### src/rtl/mc_main_ctrl.sv
// Multi-cycle MIPS main control FSM: sequences fetch/decode/execute/memory/writeback.
// Optional ADDI support is enabled by defining MC_MAIN_CTRL_ADDI_EN.
module mc_main_ctrl (
   input  logic       clk,
   input  logic       rst_n,
   input  logic [5:0] opcode,
   input  logic       mem_ready,
   output logic [1:0] aluOp,
   output logic       aluSrcA,
   output logic [1:0] aluSrcB,
   output logic       iorD,
   output logic       memRead,
   output logic       memWrite,
   output logic       irWrite,
   output logic       pcWrite,
   output logic       pcWriteCond,
   output logic [1:0] pcSource,
   output logic       regWrite,
   output logic       regDst,
   output logic       memtoReg,
   output logic       illegal_op,
   output logic [3:0] state
);

   localparam logic [5:0] OP_RTYPE = 6'b000000;
   localparam logic [5:0] OP_LW    = 6'b100011;
   localparam logic [5:0] OP_SW    = 6'b101011;
   localparam logic [5:0] OP_BEQ   = 6'b000100;
   localparam logic [5:0] OP_J     = 6'b000010;
`ifdef MC_MAIN_CTRL_ADDI_EN
   localparam logic [5:0] OP_ADDI  = 6'b001000;
`endif

   typedef enum logic [3:0] {
      IDLE   = 4'd0,
      FETCH  = 4'd1,
      DECODE = 4'd2,
      MEMADR = 4'd3,
      MEMRD  = 4'd4,
      MEMWB  = 4'd5,
      MEMWR  = 4'd6,
      EXEC   = 4'd7,
      RWB    = 4'd8,
      BEQ    = 4'd9,
      JMP    = 4'd10
`ifdef MC_MAIN_CTRL_ADDI_EN
      ,
      ADDIEX = 4'd11,
      ADDIWB = 4'd12
`endif
   } stateType;

   stateType stateQ;
   stateType stateNext;

   always_ff @(posedge clk or negedge rst_n) begin
      if (!rst_n) begin
         stateQ <= IDLE;
      end else begin
         stateQ <= stateNext;
      end
   end

   assign state = stateQ;

   always_comb begin
      stateNext   = stateQ;
      aluOp       = 2'b00;
      aluSrcA     = 1'b0;
      aluSrcB     = 2'b00;
      iorD        = 1'b0;
      memRead     = 1'b0;
      memWrite    = 1'b0;
      irWrite     = 1'b0;
      pcWrite     = 1'b0;
      pcWriteCond = 1'b0;
      pcSource    = 2'b00;
      regWrite    = 1'b0;
      regDst      = 1'b0;
      memtoReg    = 1'b0;
      illegal_op  = 1'b0;

      case (stateQ)
         IDLE: stateNext = FETCH;

         FETCH: begin
            memRead = 1'b1;
            aluSrcB = 2'b01;
            irWrite = mem_ready;
            pcWrite = mem_ready;
            if (mem_ready) stateNext = DECODE;
         end

         DECODE: begin
            aluSrcB = 2'b11;
            case (opcode)
               OP_LW, OP_SW: stateNext = MEMADR;
               OP_RTYPE:     stateNext = EXEC;
               OP_BEQ:       stateNext = BEQ;
               OP_J:         stateNext = JMP;
`ifdef MC_MAIN_CTRL_ADDI_EN
               OP_ADDI:      stateNext = ADDIEX;
`endif
               default: begin
                  illegal_op = 1'b1;
                  stateNext  = FETCH;
               end
            endcase
         end

         // Opcode is re-sampled here; anything other than LW/SW is treated as illegal.
         MEMADR: begin
            aluSrcA = 1'b1;
            aluSrcB = 2'b10;
            if (opcode == OP_LW) begin
               stateNext = MEMRD;
            end else if (opcode == OP_SW) begin
               stateNext = MEMWR;
            end else begin
               illegal_op = 1'b1;
               stateNext  = FETCH;
            end
         end

         MEMRD: begin
            memRead = 1'b1;
            iorD    = 1'b1;
            if (mem_ready) stateNext = MEMWB;
         end

         MEMWB: begin
            regWrite  = 1'b1;
            memtoReg  = 1'b1;
            stateNext = FETCH;
         end

         MEMWR: begin
            memWrite = 1'b1;
            iorD     = 1'b1;
            if (mem_ready) stateNext = FETCH;
         end

         EXEC: begin
            aluSrcA   = 1'b1;
            aluOp     = 2'b10;
            stateNext = RWB;
         end

         RWB: begin
            regWrite  = 1'b1;
            regDst    = 1'b1;
            stateNext = FETCH;
         end

         BEQ: begin
            aluSrcA     = 1'b1;
            aluOp       = 2'b01;
            pcWriteCond = 1'b1;
            pcSource    = 2'b01;
            stateNext   = FETCH;
         end

         JMP: begin
            pcWrite   = 1'b1;
            pcSource  = 2'b10;
            stateNext = FETCH;
         end

`ifdef MC_MAIN_CTRL_ADDI_EN
         ADDIEX: begin
            aluSrcA   = 1'b1;
            aluSrcB   = 2'b10;
            stateNext = ADDIWB;
         end

         ADDIWB: begin
            regWrite  = 1'b1;
            stateNext = FETCH;
         end
`endif

         default: begin
            illegal_op = 1'b1;
            stateNext  = FETCH;
         end
      endcase
   end

endmodule
### config.mk
export PLATFORM = sky130hd
export DESIGN_NAME = mc_main_ctrl
export DESIGN_NICKNAME = d
export VERILOG_FILES = /design/src/rtl/mc_main_ctrl.sv
export SDC_FILE = /design/constraint.sdc
export NUM_CORES = 1
export LEC_CHECK = 0
export BUFFER_PORTS_ARGS = -buffer_cell sky130_fd_sc_hd__buf_2
export CAP_MARGIN = 20
export CELL_PAD_IN_SITES_DETAIL_PLACEMENT = 0
export CELL_PAD_IN_SITES_GLOBAL_PLACEMENT = 2
export CORE_MARGIN = 8
export CORE_UTILIZATION = 20
export CTS_BUF_LIST = sky130_fd_sc_hd__clkbuf_8
export CTS_CLUSTER_SIZE = 16
export DETAILED_ROUTE_END_ITERATION = 10
export PLACE_DENSITY_LB_ADDON = 0.1
export SYNTH_ARGS = -nofsm -noshare
export SYNTH_HDL_FRONTEND = slang
export SYNTH_SLANG_ARGS = --single-unit
export TNS_END_PERCENT = 1
### constraint.sdc
create_clock -name clk -period 1.3 [get_ports clk]
set_input_delay 0.13 -clock clk [delete_from_list [all_inputs] [get_ports clk]]
set_output_delay 0.13 -clock clk [all_outputs]
set_load 0.005 [all_outputs]
==> reports/metrics.cfg <==
[status]
status=complete, but fails checks
violations=negative setup slack

[sta]
hold_viol=0
relSlewSlack=0.7374
fin_skew_ns=0.0005836
rsz0062_at_grt=yes
tightest_slew_ns=0.3902
period_share=1.125
finalSetupViolations=9
period_needed_ns=1.462
fmax_mhz=683.9
timing.final.ws_setup_ns=-0.1623
slew_violations=0
fin_hold_ws_ns=0.2479
tns_ns=-0.7480

[routing]
highest_layer=met4
route.met3.wl_um=134
vias=682
wl_um=1840
drt_iter0_markers=9
wl_met1_um=713
drt-pass1-iter-count=4
viasPerCell=4.547
wl_per_cell_um=12.27
wl_met2_um=950
drc_errors=0
ant_nets=0

[floorplanning]
die_area_mm2=0.004301
floorplan.initialDensity=0.2041
core_area_mm2=0.002410
die_w_um=65.59
ios=30
die_h_um=65.59
rows=18

[power_and_ir_drop]
p_switching_mw=0.4831
p_leak_nw=0.4911
netSwitchingFraction=0.3574
finalPower_mw=1.352
ir_worst_vdd_v=0.0006706
pwr-share-seq=0.155
p_comb_frac=0.652
power_frac_clock=0.193
power.internal_mw=0.8688
powerDensity_mw_per_mm2=1341

[clock_tree]
h-tree-depth=1
cts.reportedPaths.clkPinSlew_ns=0.03
clk_path_buf_depth=2
cts_tree=built
root_buffer=clkbuf_8
clock_latency_ns=0.22
cts.sinks=4
numCtsBuffers=3

[synthesis]
syn_area_um2=491.7
syn_nets=74
synth-edff-count=0
async_flop_share=1.000
synthFlopType=dfrtp_1
syn_inst=65
yosysSeqAreaShare=0.2036
synth_seq_cells=4
avgSynthCellArea_um2=7.565
yosysWarnings=0
ys_types=33

[worst_setup_path]
path_buf_inv=2
path_class=reg -> out
max_stage_delay_ns=0.43
cp-end-kind=output pin
cpMostUsedCell=buf_6
critPathMaxFanout=5
slowest_stage=dfrtp_2
cp_data_required_time_ns=1.17
crit_path_cell_trace=buf_6 > nand3b_1 > nor3_2 > or2_2 > buf_6
crit_family=simple AND/OR/NAND/NOR gates
critPathArrivalTime_ns=1.33
critPathLaunchType=flop

[grt]
grt_pass1_wl_um=3201
grt_pass1_vias=748
antenna_found_initial=0
grt_max_degree=10
overflow=0
grt_usage=0.09262

[placement]
dp_hpwl_um=1478
place_inst=136
pre_cts_ws_ns=-0.06080
gp_congestion=0.7219
dpl-instance-area_um2=772.0
port_buffers=29

[layout]
fill_cells=269
final_common_cell=buf_2
drive_gt1_frac=0.6917
design_area_mm2=0.001008
fin_cells=150
syn_to_final_growth_pct=105.1
largest_register_ff_count=4
antennaDiodeCount=0
layout_common_cells=28 x buf_2, 21 x buf_4, 7 x buf_6, 5 x nand2_1, 5 x nor2_1
nNetsFinal=131
finish.utilization=0.4185

[flow_run]
maxCapViolations=0

[min_path]
hold_class=in -> reg

==> what timing repair did <==
item,in CTS,in global routing
hold buffers,1,0
hold endpoints to repair,4,0
resized for setup,19,9
pin swaps,2,4
endpoints found under the setup margin,18,19
setup buffers,8,2
==> kinds of logic (layout without fill, tap and decap cells) <==
| family | Yosys count | after routing | share of synthesized area |
|---|---|---|---|
| AOI/OAI and AO/OA | 14 | 14 | 0.2341 |
| muxes | 1 | 1 | 0.02036 |
| xor gates and xnor gates | 2 | 2 | 0.03563 |
| and+or+nand+nor | 36 | 36 | 0.4224 |
| buffers and inverters | 8 | 63 | 0.08395 |
| DFF | 4 | 4 | 0.2036 |
==> cell type report <==
type                    instances  area [um2]  share of cell area
repair buffers                 57       386.6              0.3834
multi-input cells              53       426.7              0.4231
well taps                      30       37.54             0.03722
clock buffers                   3       41.29             0.04094
inverters                       3       11.26             0.01117
flip-flops and latches          4       105.1              0.1042
==> per-layer routing <==
metal | global-route usage | vias to the layer above
li1 | - | 345
met1 | 0.09180 | 311
met2 | 0.1685 | 22
met3 | 0.01871 | 4
met4 | 0.06540 | 0
met5 | 0 | -
==> power by group through the flow <==
stage / Clock, mW / Combinational (mW) / Sequential (mW)
after global placement: 0 / 0.651 / 0.212
after CTS: 0.265 / 0.797 / 0.206
after detailed placement: 0 / 0.645 / 0.211
after floorplan: 0 / 0.350 / 0.186
after global routing: 0.272 / 0.969 / 0.217
final: 0.261 / 0.882 / 0.210
==> worst reg2reg max path, delay by kind of cell, from the launching register on <==
family                 cells  cell delay, ns
AO/OA/AOI/OAI              1            0.24
flip-flops                 1            0.43
buffers and inverters      1            0.13
AND/OR/NAND/NOR            2            0.50
==> final timing paths <==
check                                startpoint                    to  slack [ns]  cells past startpoint
min                                   mem_ready  state[2]$_DFFE_PN0P_        0.25                      3
max reg2reg                state[2]$_DFFE_PN0P_  state[0]$_DFFE_PN0P_       -0.14                      4
max in group asynchronous                 rst_n  state[2]$_DFFE_PN0P_        0.91                      2
max                        state[0]$_DFFE_PN0P_               pcWrite       -0.16                      5
min in group asynchronous                 rst_n  state[3]$_DFFE_PN0P_        0.26                      2
min reg2reg                state[3]$_DFFE_PN0P_  state[1]$_DFFE_PN0P_        0.63                      1
==> Yosys cell counts (2+ instances only) <==
cell type	number	area [um2]
nand2_1	6	22.52
inv_1	3	11.26
nand3b_1	3	22.52
nor3_1	5	25.02
nand2b_1	4	25.02
a22oi_1	2	15.01
nor4_1	2	12.51
buf_2	3	15.01
dfrtp_1	4	100.1
a21oi_1	2	10.01
nor2_1	8	30.03
buf_4	2	15.01
No activity file was read; power rests on OpenSTA's default activity.
